<file path="src/rtl/mul_issue_ctrl_pkg.sv">
// Shared types and constants for the multiplier issue controller.
package mul_issue_ctrl_pkg;

  localparam int unsigned OpW           = 32;
  localparam int unsigned ProdW         = 64;
  localparam int unsigned DefTimeoutCyc = 40;

  typedef enum logic [2:0] {
    StIdle,
    StLoad,
    StWait,
    StHold,
    StDrain
  } mul_state_e;

endpackage

</file>
<file path="src/rtl/mul_opnd_fifo.sv">
// Single-clock synchronous FIFO holding operand pairs; Depth must be a power of two.
module mul_opnd_fifo #(
  parameter int unsigned Depth = 4,
  parameter int unsigned Width = 64
) (
  input  logic             clk,
  input  logic             rst_n,
  input  logic             push,
  input  logic [Width-1:0] wdata,
  input  logic             pop,
  output logic [Width-1:0] rdata,
  output logic             full,
  output logic             empty
);

  localparam int unsigned PtrW = (Depth > 1) ? $clog2(Depth) : 1;

  logic [Width-1:0] mem_q [Depth];
  logic [PtrW-1:0]  wptr_q, rptr_q;
  logic [PtrW:0]    cnt_q;
  logic             push_ok, pop_ok;

  assign push_ok = push & ~full;
  assign pop_ok  = pop & ~empty;

  assign full  = (cnt_q == (PtrW + 1)'(Depth));
  assign empty = (cnt_q == '0);
  assign rdata = mem_q[rptr_q];

  always_ff @(posedge clk or negedge rst_n) begin
    if (!rst_n) begin
      wptr_q <= '0;
      rptr_q <= '0;
      cnt_q  <= '0;
    end else begin
      if (push_ok) wptr_q <= wptr_q + PtrW'(1);
      if (pop_ok)  rptr_q <= rptr_q + PtrW'(1);
      unique case ({push_ok, pop_ok})
        2'b10:   cnt_q <= cnt_q + (PtrW + 1)'(1);
        2'b01:   cnt_q <= cnt_q - (PtrW + 1)'(1);
        default: cnt_q <= cnt_q;
      endcase
    end
  end

  // Storage needs no reset; the empty flag guards stale entries.
  always_ff @(posedge clk) begin
    if (push_ok) mem_q[wptr_q] <= wdata;
  end

endmodule

</file>
<file path="src/rtl/mul_issue_ctrl.sv">
// Issue controller feeding a shift-add multiplier from an operand FIFO.
// Define MUL_TIMEOUT_EN to add the completion watchdog and the err_timeout port.
module mul_issue_ctrl
  import mul_issue_ctrl_pkg::*;
#(
  parameter int unsigned FIFO_DEPTH  = 4,
  parameter int unsigned TIMEOUT_CYC = DefTimeoutCyc
) (
  input  logic             clk,
  input  logic             rst_n,
  input  logic             in_valid,
  output logic             in_ready,
  input  logic [OpW-1:0]   in_a,
  input  logic [OpW-1:0]   in_b,
  output logic             out_valid,
  input  logic             out_ready,
  output logic [ProdW-1:0] out_prod,
  output logic             mul_start,
  output logic [OpW-1:0]   mul_ain,
  output logic [OpW-1:0]   mul_bin,
  input  logic [ProdW-1:0] mul_yout,
  input  logic             mul_done,
`ifdef MUL_TIMEOUT_EN
  output logic             err_timeout,
`endif
  output logic             busy,
  output logic [15:0]      op_count
);

  mul_state_e       state_q, state_d;
  logic [2*OpW-1:0] fifo_rdata;
  logic             fifo_full, fifo_empty, fifo_push, fifo_pop;
  logic [OpW-1:0]   ain_q, bin_q;
  logic [ProdW-1:0] base_q, prod_q, out_prod_q;
  logic             start_q, out_valid_q, rdy_en_q;
  logic [15:0]      op_count_q;
  logic             do_done, do_timeout, do_emit, out_hs;

  assign fifo_push = in_valid & in_ready;
  assign out_hs    = out_valid_q & out_ready;

  mul_opnd_fifo #(
    .Depth (FIFO_DEPTH),
    .Width (2 * OpW)
  ) u_fifo (
    .clk   (clk),
    .rst_n (rst_n),
    .push  (fifo_push),
    .wdata ({in_a, in_b}),
    .pop   (fifo_pop),
    .rdata (fifo_rdata),
    .full  (fifo_full),
    .empty (fifo_empty)
  );

`ifdef MUL_TIMEOUT_EN
  localparam int unsigned TmoW = $clog2(TIMEOUT_CYC + 1);
  logic [TmoW-1:0] tmo_cnt_q;
  logic            err_q;
  logic            tmo_hit;

  assign tmo_hit     = (tmo_cnt_q == TmoW'(TIMEOUT_CYC - 1));
  assign err_timeout = err_q;

  // Counts cycles since start rise; the LOAD cycle counts as the first.
  always_ff @(posedge clk or negedge rst_n) begin
    if (!rst_n) begin
      tmo_cnt_q <= '0;
      err_q     <= 1'b0;
    end else begin
      if (fifo_pop) begin
        tmo_cnt_q <= '0;
      end else if ((state_q == StLoad) || (state_q == StWait)) begin
        tmo_cnt_q <= tmo_cnt_q + TmoW'(1);
      end
      if (do_timeout) err_q <= 1'b1;
    end
  end
`else
  logic tmo_hit;
  assign tmo_hit = 1'b0;
`endif

  always_comb begin
    state_d    = state_q;
    fifo_pop   = 1'b0;
    do_done    = 1'b0;
    do_timeout = 1'b0;
    do_emit    = 1'b0;
    unique case (state_q)
      StIdle: begin
        if (!fifo_empty) begin
          fifo_pop = 1'b1;
          state_d  = StLoad;
        end
      end
      StLoad: state_d = StWait;
      StWait: begin
        if (mul_done) begin
          do_done = 1'b1;
          state_d = StHold;
        end else if (tmo_hit) begin
          do_timeout = 1'b1;
          state_d    = StHold;
        end
      end
      StHold: begin
        if (!out_valid_q || out_ready) begin
          do_emit = 1'b1;
          state_d = StDrain;
        end
      end
      StDrain: state_d = StIdle;
      default: state_d = StIdle;
    endcase
  end

  always_ff @(posedge clk or negedge rst_n) begin
    if (!rst_n) begin
      state_q     <= StIdle;
      ain_q       <= '0;
      bin_q       <= '0;
      base_q      <= '0;
      prod_q      <= '0;
      out_prod_q  <= '0;
      start_q     <= 1'b0;
      out_valid_q <= 1'b0;
      rdy_en_q    <= 1'b0;
      op_count_q  <= '0;
    end else begin
      state_q  <= state_d;
      rdy_en_q <= 1'b1;
      if (fifo_pop) begin
        {ain_q, bin_q} <= fifo_rdata;
        base_q         <= mul_yout;
        start_q        <= 1'b1;
      end
      // The multiplier accumulates into yout, so the product is the delta since start.
      if (do_done)    prod_q <= mul_yout - base_q;
      if (do_timeout) prod_q <= '0;
      if (do_emit) begin
        out_prod_q  <= prod_q;
        out_valid_q <= 1'b1;
        start_q     <= 1'b0;
      end else if (out_hs) begin
        out_valid_q <= 1'b0;
      end
      if (out_hs) op_count_q <= op_count_q + 16'd1;
    end
  end

  assign in_ready  = rdy_en_q & ~fifo_full;
  assign out_valid = out_valid_q;
  assign out_prod  = out_prod_q;
  assign mul_start = start_q;
  assign mul_ain   = ain_q;
  assign mul_bin   = bin_q;
  assign op_count  = op_count_q;
  assign busy      = ~fifo_empty | (state_q != StIdle);

endmodule

</file>
<file path="config.mk">
export PLATFORM = sky130hd
export DESIGN_NAME = mul_issue_ctrl
export DESIGN_NICKNAME = d
export VERILOG_FILES = /design/src/rtl/mul_issue_ctrl_pkg.sv /design/src/rtl/mul_opnd_fifo.sv /design/src/rtl/mul_issue_ctrl.sv
export SDC_FILE = /design/constraint.sdc
export NUM_CORES = 1
export LEC_CHECK = 0
export CAP_MARGIN = 20
export CORE_MARGIN = 10
export CORE_UTILIZATION = 61
export CTS_BUF_LIST = sky130_fd_sc_hd__clkbuf_16
export CTS_CLUSTER_DIAMETER = 60
export DETAILED_ROUTE_END_ITERATION = 10
export GPL_ROUTABILITY_DRIVEN = 0
export PLACE_DENSITY = 0.85
export REMOVE_ABC_BUFFERS = 1
export SLEW_MARGIN = 10
export SYNTH_ARGS = -nofsm -noshare
export SYNTH_HDL_FRONTEND = slang
export SYNTH_SLANG_ARGS = --single-unit
</file>
<file path="constraint.sdc">
create_clock -name clk -period 7.6 [get_ports clk]
set_clock_uncertainty 0.05 [all_clocks]
set_input_delay 1.52 -clock clk [delete_from_list [all_inputs] [get_ports clk]]
set_output_delay 1.52 -clock clk [all_outputs]
set_load 0.1 [all_outputs]
</file>
==> results of run 1 <==
-- cell type report --
type | instances | area share
diodes | 2 | 0.000174
clock buffers | 55 | 0.0479
clock inverters | 45 | 0.0121
inverters | 88 | 0.0117
multi-input cells | 1190 | 0.288
flip-flops and latches | 541 | 0.516
well taps | 518 | 0.0225
repair buffers | 292 | 0.102
-- worst paths after layout --
check,to,cells past startpoint,slack [ns]
worst min register to register,op_count[15],1,0.42
max in group asynchronous,u_fifo.rptr_q[0],2,4.98
worst max-delay path,prod_q[50],14,3.10
worst max register to register,prod_q[50],12,4.15
worst min-delay path,op_count[15],1,0.42
min in group asynchronous,out_prod[25],1,0.92
-- stage by stage --
step / std cells / setup slack, ns
detailed placement: 2628 / 2.59
CTS: 2728 / 3.22
global placement: 2628 / 2.69
finish: 2731 / 3.10
floorplan: 1819 / 0.332
global route: 2729 / 2.93
-- layout by cell type (no fill, tap or decap), drive strengths merged, types with 10 or more instances in the layout --
cell type / synthesis / routed
clkinv: 0 / 19
a21o: 46 / 46
clkdlybuf4s50: 0 / 279
dfrtp: 285 / 285
inv: 88 / 106
nand2: 397 / 397
and3: 16 / 16
mux2: 65 / 65
xor2: 30 / 30
o21bai: 12 / 12
o21ai: 169 / 169
nor2: 46 / 46
nand3: 19 / 19
mux4: 64 / 64
nor3: 11 / 11
a21oi: 69 / 69
clkbuf: 83 / 55
a31oi: 18 / 18
ha: 69 / 69
xnor2: 49 / 49
buf: 11 / 13
nand4: 19 / 19
edfxtp: 256 / 256
nand2b: 10 / 10
-- cell families after synthesis --
logic type               Yosys count
AND/OR/NAND/NOR                  547
flip-flops                       541
AO/OA/AOI/OAI                    363
buffers and inverters            182
multiplexers                     129
XOR/XNOR                          79
adder cells (fa/ha/maj)           71
other                              1
-- flip-flops by register name, indices dropped and copies added (netlist names) --
signal	flops
u_fifo.mem_q	256
base_q	64
out_prod	64
prod_q	64
mul_ain	32
mul_bin	32
op_count	16
state_q	3
u_fifo.cnt_q	3
u_fifo.rptr_q	2
u_fifo.wptr_q	2
mul_start	1
out_valid	1
rdy_en_q	1
-- worst register-to-register path: cells and delay by family, from the launching register on --
family | cells | cell delay (ns)
AO/OA/AOI/OAI | 8 | 1.97
AND/OR/NAND/NOR | 2 | 0.33
adder cells (fa/ha/maj) | 2 | 0.62
flip-flops | 1 | 0.38
-- layer usage --
| metal | track usage | vias up | wire length, um |
|---|---|---|---|
| met3 | 0.0592 | 122 | 4810 |
| met4 | 0.0883 | 12 | 1620 |
| met1 | 0.299 | 7852 | 22500 |
| met5 | 0 | - | 89 |
| met2 | 0.418 | 700 | 29200 |
| li1 | - | 7295 | - |
==> results_dict.tcl, run 1 <==
set metrics [dict create \
    coreArea_sq_mm 0.0386 \
    row_count 72 \
    clkLatencyLatePin_ns 0.60 \
    crit_arrival_ns 4.95 \
    synth_compound_area_frac 0.0921 \
    drv_slew 0 \
    slew_headroom 0.293 \
    seqCellArea_sq_mm 0.0148 \
    fin_nets 2371 \
    end_kind "flop" \
    holdWs_ns 0.425 \
    grt_pass1_wl_mm 91.3 \
    drc_errors 0 \
    drt-initial-drc-count 1312 \
    crit_buf_inv 2 \
    synth_area_leaders "edfxtp_1 (32%), dfrtp_1 (30%), nand2_1 (6.3%), mux4_2 (6.1%), ha_1 (3.6%)" \
    dpl_cell_area_sq_mm 0.0270 \
    syn_area_sq_mm 0.0238 \
    required_ns 8.04 \
    avgSynthCellArea_sq_um 12.4 \
    async_reset_ff_frac 0.527 \
    grt_pass1_vias 16600 \
    min_from "op_count[15]" \
    yosysSeqAreaShare 0.624 \
    hold_violations 0 \
    clock_sinks 541 \
    yosysTopAreaCellShare 0.324 \
    ys.warnings.count 0 \
    ys_types 64 \
    start_util 0.616 \
    drt-vias-per-instance 5.85 \
    clk_pin_slew_worst_paths_ns 0.06 \
    tritoncts "done" \
    dieArea_sq_mm 0.0472 \
    crit_start "mul_yout[0]" \
    r2r_start "base_q[0]" \
    root_buffer "clkbuf_16" \
    worstMarginPinSlew_ns 1.06 \
    multi_input_area_sq_mm 0.00828 \
    routed-via-count 16000 \
    crit_top_cell "o21ai_0" \
    synth_xor_area_frac 0.0291 \
    timing.final.crit_share 0.593 \
    htreeDepth 2 \
    muxShareOfSynthArea 0.0915 \
    synth_flop_cell "dfrtp_1" \
    grt_usage 0.245 \
    synth-adder-area-share 0.0380 \
    die_w_um 217 \
    die_y_um 217 \
    cts_buffers 54 \
    path_delay_family "compound AO/OA/AOI/OAI gates" \
    portBuffers 280 \
    outcome "finished clean" \
    syn-instance-count 1913 \
    cts_resized 0 \
    clockBufferDepth 3 \
    slowest_stage "a2111oi_0" \
    setup.worst_path.class "input pin to flop" \
    dr.pass1.iters 6 \
    crit_chain "clkdlybuf4s50_1 -> inv_1 -> ha_1 -> fa_1 -> nand2b_1 -> a21oi_1 -> o21ai_0 -> a2111oi_0 -> o21ai_1 -> nand2_1 -> o211ai_1 -> a31oi_1 -> o21ai_0 -> a31o_1" \
    synth_top_area_cell "edfxtp_1" \
    antenna_found_initial 7 \
    post_drt_wl_per_cell_um 21.3 \
    synth_common_cells "nand2_1 (397), dfrtp_1 (285), edfxtp_1 (256)" \
    cts_setup_buffers 0 \
    grt_max_degree 182 \
    post-dp-hpwl_mm 37.9 \
    gr-total-overflow 0 \
    layout_min_cycle_time_ns 4.50 \
    stdcell_area_sq_mm 0.0287 \
    path_max_fanout 3 \
    tns_ns 0 \
    fillCellCount 2418 \
    cap_violations 0 \
    final_antenna_net_count 0 \
    hold_buffers 0 \
    layout-drive-gt1-share 0.108 \
    totalWireLength_mm 58.2 \
    max_freq_mhz 222 \
    synthSimpleGateAreaFrac 0.0964 \
    start_kind "input pin" \
    area_delta_synth_final_pct 21.0 \
    cpPeakStageDelay_ns 0.60 \
    num_io_pins 281 \
    synth.ff_latch_count 541 \
    hp-class "flop to flop" \
    fin_util 0.745 \
    synth_edf_count 256 \
    yosys.cell_count.top_type "nand2_1" \
    rsz0062_at_grt "no" \
    synth_top_family_by_area "simple AND/OR/NAND/NOR gates" \
    finalSetupViolCount 0 \
]
Power of run 1 is left out: the tool's default activity adds up to more than one toggle a clock period on the data nets, which glitch-free logic cannot reach.
==> run 2, diff against run 1 <==
--- a/config.mk
+++ b/config.mk
@@ -7,12 +7,12 @@
 export LEC_CHECK = 0
 export CAP_MARGIN = 20
 export CORE_MARGIN = 10
-export CORE_UTILIZATION = 61
+export CORE_UTILIZATION = 51
 export CTS_BUF_LIST = sky130_fd_sc_hd__clkbuf_16
 export CTS_CLUSTER_DIAMETER = 60
 export DETAILED_ROUTE_END_ITERATION = 10
 export GPL_ROUTABILITY_DRIVEN = 0
-export PLACE_DENSITY = 0.85
+export PLACE_DENSITY = 0.76
 export REMOVE_ABC_BUFFERS = 1
 export SLEW_MARGIN = 10
 export SYNTH_ARGS = -nofsm -noshare
==> constraint.sdc (replaced) <==
create_clock -name clk -period 3.6 [get_ports clk]
set_clock_uncertainty 0.05 [all_clocks]
set_input_delay 0.72 -clock clk [delete_from_list [all_inputs] [get_ports clk]]
set_output_delay 0.72 -clock clk [all_outputs]
set_load 0.1 [all_outputs]
==> run 2 against run 1 <==
- critical endpoint is now prod_q[60]
- hold slack lost 0.39 ns
- register-to-register slack lost 3.7 ns
- via count is essentially flat
==> results_dict.tcl, run 2 (synthesis gave the netlist of run 1 again) <==
set metrics [dict create \
    drt-initial-drc-count 1059 \
    htreeDepth 2 \
    tns_ns 0 \
    dr.pass1.iters 5 \
    tritoncts "done" \
    worstMarginPinSlew_ns 1.01 \
    crit_arrival_ns 3.83 \
    area_delta_synth_final_pct 25.4 \
    die_w_um 236 \
    clkLatencyLatePin_ns 0.61 \
    layout-drive-gt1-share 0.174 \
    slew_headroom 0.326 \
    post-dp-hpwl_mm 39.2 \
    finalSetupViolCount 0 \
    largest_reg_flops 256 \
    clock_sinks 541 \
    drv_slew 0 \
    fin_nets 2472 \
    setup.worst_path.class "input pin to flop" \
    routed-via-count 16000 \
    cpPeakStageDelay_ns 0.46 \
    coreArea_sq_mm 0.0463 \
    gr-total-overflow 0 \
    cts_buffers 53 \
    path_max_fanout 3 \
    fin_util 0.644 \
    path_delay_family "compound AO/OA/AOI/OAI gates" \
    grt_usage 0.203 \
    hold_buffers 0 \
    cp.depth 14 \
    top_register "u_fifo.mem_q" \
    drt-vias-per-instance 5.48 \
    dieArea_sq_mm 0.0556 \
    diodes 0 \
    hp-class "input pin to asynchronous set/reset pin" \
    layout_commonest_cell "nand2_1" \
    outcome "finished clean" \
    rsz0062_at_grt "no" \
    crit_chain "clkdlybuf4s50_1 -> inv_1 -> ha_1 -> fa_1 -> nand2b_1 -> a21oi_2 -> o211ai_1 -> a31oi_1 -> o31ai_2 -> a21oi_2 -> a21oi_2 -> o21ai_1 -> a21boi_1 -> or3_1" \
    layout_common_cells "nand2_1 (396), dfrtp_1 (283), edfxtp_1 (256)" \
    cap_violations 0 \
    seqCellArea_sq_mm 0.0148 \
    hold_violations 0 \
    holdWs_ns 0.0299 \
    timing.final.crit_share 0.940 \
    crit_top_cell "a21oi_2" \
    place_inst 2820 \
    num_io_pins 281 \
    fillCellCount 3401 \
    start_util 0.514 \
    antenna_found_initial 5 \
    clockBufferDepth 3 \
    end_kind "flop" \
    crit_buf_inv 2 \
    multi_input_area_sq_mm 0.00831 \
    required_ns 4.04 \
    post_drt_wl_per_cell_um 19.6 \
    grt_max_degree 146 \
    die_y_um 236 \
    clk_pin_slew_worst_paths_ns 0.06 \
    grt_pass1_wl_mm 91.1 \
    final_cells 2918 \
    portBuffers 280 \
    rr_worst_depth 12 \
    grt_pass1_vias 16700 \
    drc_errors 0 \
    max_freq_mhz 296 \
    layout_min_cycle_time_ns 3.38 \
    start_kind "input pin" \
    slowest_stage "clkdlybuf4s50_1" \
    final_antenna_net_count 0 \
    totalWireLength_mm 57.2 \
    row_count 79 \
    root_buffer "clkbuf_16" \
]
==> run 2: changes by cell type in the layout (fill, tap and decap cells not counted), moves of 3 or more <==
cell / change
buf_4: +138
clkdlybuf4s50_1: -46
inv_1: -13
buf_12: +11
bufinv_16: +5
and3_2: -4
and3_4: +4
clkinvlp_4: +4
clkinv_2: +3
==> run 2: worst paths after layout <==
| path | slack, ns | from | endpoint |
|---|---|---|---|
| max | 0.22 | mul_yout[0] | prod_q[60] |
| min reg2reg | 0.42 | mul_bin[19] | mul_bin[19] |
| min in group clk | 0.42 | mul_bin[19] | mul_bin[19] |
| max reg2reg | 0.47 | base_q[0] | prod_q[60] |
| min | 0.03 | rst_n | out_prod[21] |
| max in group asynchronous | 2.64 | rst_n | mul_ain[5] |
==> run 2: repair_timing <==
action | CTS | global route
endpoints found under the setup margin | 0 | 13
resized for setup | 0 | 4
buffers inserted | 0 | 0
==> run 2: stage by stage <==
| step | setup WS, ns | cell area, sq um |
|---|---|---|
| 5_1_grt | 0.00998 | 29800 |
| 3_5_place_dp | -0.568 | 27900 |
| 6_report | 0.218 | 29800 |
| 2_1_floorplan | -3.02 | 23400 |
| 3_3_place_gp | -0.461 | 27900 |
| 4_1_cts | 0.0738 | 29800 |
==> run 2: layout make-up <==
cell class	count	area share
clock buffer	54	0.0454
clock inverter	44	0.0172
inverter	88	0.0113
multi-input combinational	1190	0.279
sequential	541	0.498
tap	607	0.0255
timing repair buffer	394	0.124
==> run 2: per-layer routing <==
layer	GRT usage	wire length, um	share of wire	up-vias
met3	0.0499	3700	0.065	90
met5	0	80	0.0014	-
li1	-	-	-	7503
met1	0.254	23900	0.42	7956
met4	0.0598	1370	0.024	10
met2	0.343	28100	0.49	425
Power of run 2 is left out for the same reason.
==> run 3, diff against run 2 <==
--- a/config.mk
+++ b/config.mk
@@ -7,12 +7,12 @@
 export LEC_CHECK = 0
 export CAP_MARGIN = 20
 export CORE_MARGIN = 10
-export CORE_UTILIZATION = 51
+export CORE_UTILIZATION = 56
 export CTS_BUF_LIST = sky130_fd_sc_hd__clkbuf_16
 export CTS_CLUSTER_DIAMETER = 60
 export DETAILED_ROUTE_END_ITERATION = 10
 export GPL_ROUTABILITY_DRIVEN = 0
-export PLACE_DENSITY = 0.76
+export PLACE_DENSITY = 0.79
 export REMOVE_ABC_BUFFERS = 1
 export SLEW_MARGIN = 10
 export SYNTH_ARGS = -nofsm -noshare
==> constraint.sdc (replaced) <==
create_clock -name clk -period 3.44 [get_ports clk]
set_clock_uncertainty 0.05 [all_clocks]
set_input_delay 0.688 -clock clk [delete_from_list [all_inputs] [get_ports clk]]
set_output_delay 0.688 -clock clk [all_outputs]
set_load 0.1 [all_outputs]
==> run 3 against run 2 <==
- clock-buffer cell count fell by 1
- via count rose by 1.8%
- die area fell by 8.2%
- setup slack worse by 0.073 ns
- cell count down 1.1%
- global-route usage grew 2.3 points
- design area shrank 0.29%
- sequential share of layout area rose by 0.14 points
==> results_dict.tcl, run 3 (synthesis gave the netlist of run 1 again) <==
set metrics [dict create \
    cap_violations 0 \
    fin_nets 2508 \
    die_w_um 226 \
    final_antenna_net_count 0 \
    fin_util 0.708 \
    post-dp-hpwl_mm 38.9 \
    max_freq_mhz 303 \
    start_kind "input pin" \
    post-place-ws_ns -0.598 \
    routed-via-count 16300 \
    required_ns 3.86 \
    fillCellCount 2730 \
    crit_top_cell "a21oi_2" \
    post_drt_wl_per_cell_um 20.0 \
    crit_arrival_ns 3.72 \
    layout_commonest_cell "nand2_1" \
    layout-drive-gt1-share 0.229 \
    grt_pass1_wl_mm 91.1 \
    outcome "finished clean" \
    path_max_fanout 3 \
    clk_pin_slew_worst_paths_ns 0.06 \
    place_inst 2786 \
    drv_slew 0 \
    top_layer "met5" \
    layout_common_cells "nand2_1 (396), buf_4 (285), dfrtp_1 (283)" \
    timing.final.crit_share 0.958 \
    antenna_found_initial 4 \
    coreArea_sq_mm 0.0419 \
    layout_min_cycle_time_ns 3.30 \
    r2r_slack_ns 0.37 \
    area_delta_synth_final_pct 25.0 \
    htreeDepth 2 \
    portBuffers 280 \
    drt-vias-per-instance 5.64 \
    clockBufferDepth 3 \
    min_from "op_count[15]" \
    cts_buffers 53 \
    slew_headroom 0.395 \
    tritoncts "done" \
    hold_path_depth 1 \
    worstMarginPinSlew_ns 0.907 \
    drt-initial-drc-count 1180 \
    finalSetupViolCount 0 \
    start_util 0.566 \
    final_cells 2887 \
    grt_pass1_vias 16800 \
    wl_met1_mm 23.1 \
    gr-total-overflow 0 \
    die_y_um 226 \
    rr_worst_depth 12 \
    crit_chain "clkdlybuf4s50_1 -> inv_1 -> ha_1 -> fa_1 -> nand2b_1 -> a21oi_2 -> o211ai_1 -> a31oi_2 -> o31ai_2 -> a21oi_2 -> a21oi_2 -> o21ai_2 -> a21boi_1 -> or3_1" \
    cpPeakStageDelay_ns 0.45 \
    totalWireLength_mm 57.7 \
    dr_wl_met3_mm 4.40 \
    root_buffer "clkbuf_16" \
    top_register "u_fifo.mem_q" \
    drc_errors 0 \
    slowest_stage "clkdlybuf4s50_1" \
    clkLatencyLatePin_ns 0.60 \
    min_to "op_count[15]" \
    fin_ws_ns 0.145 \
    setup.worst_path.class "input pin to flop" \
    wl_met2_mm 28.7 \
    num_io_pins 281 \
    hp-class "flop to flop" \
    grt_usage 0.226 \
    grt_max_degree 193 \
    r2r_start "base_q[0]" \
    row_count 75 \
    dr.pass1.iters 5 \
    end_kind "flop" \
    hold_violations 0 \
    dieArea_sq_mm 0.0511 \
    reg2reg_to "prod_q[60]" \
    clock_sinks 541 \
    largest_reg_flops 256 \
]
run 3: how the worst max path moves through the flow:
stage / slack (ns) / cells after the start / from / endpoint
floorplan: -3.18 / 3 / out_valid / out_prod[0]
global placement: -0.56 / 15 / mul_yout[0] / prod_q[50]
detailed placement: -0.60 / 15 / mul_yout[0] / prod_q[50]
CTS: 0.03 / 15 / mul_yout[0] / prod_q[50]
global route: -0.01 / 14 / mul_yout[0] / prod_q[60]
finish: 0.14 / 14 / mul_yout[0] / prod_q[60]
run 3: worst max-delay path, delay by kind of cell:
family	cells	cell delay, ns
compound gates	8	1.31
fa+ha+maj	2	0.64
buf+inv	2	0.50
simple gates	2	0.56
run 3: routing by layer:
layer | track usage | vias to the layer above
met5 | 0 | -
met4 | 0.0702 | 4
met3 | 0.0481 | 100
met2 | 0.387 | 577
met1 | 0.284 | 8025
li1 | - | 7563
run 3: stage by stage:
step / setup TNS [ns] / hold slack [ns] / instance area [sq um]
global placement: -10.43 / 0.407 / 27800
finish: 0 / 0.421 / 29700
CTS: 0 / 0.426 / 29700
global route: -0.0134 / 0.452 / 29700
detailed placement: -12.24 / 0.413 / 27800
floorplan: -642.90 / 0.342 / 23400
run 3: repair_timing:
action / 4_1_cts / 5_1_grt
endpoints found under the setup margin: 0 / 14
resized for setup: 0 / 7
setup buffers: 0 / 1
hold buffers: 1 / 0
hold endpoints to repair: 47 / 0
run 3: area by class of cell:
cell class	instances	area (sq um)	share of cell area
inverter	88	335	0.0113
clock inverter	44	520	0.0175
sequential	541	14800	0.499
multi-input combinational	1190	8300	0.279
tap	539	674	0.0227
clock buffer	53	1330	0.0447
timing repair buffer	430	3720	0.125
antenna	2	5.00	0.000169
Power of run 3 is left out for the same reason.
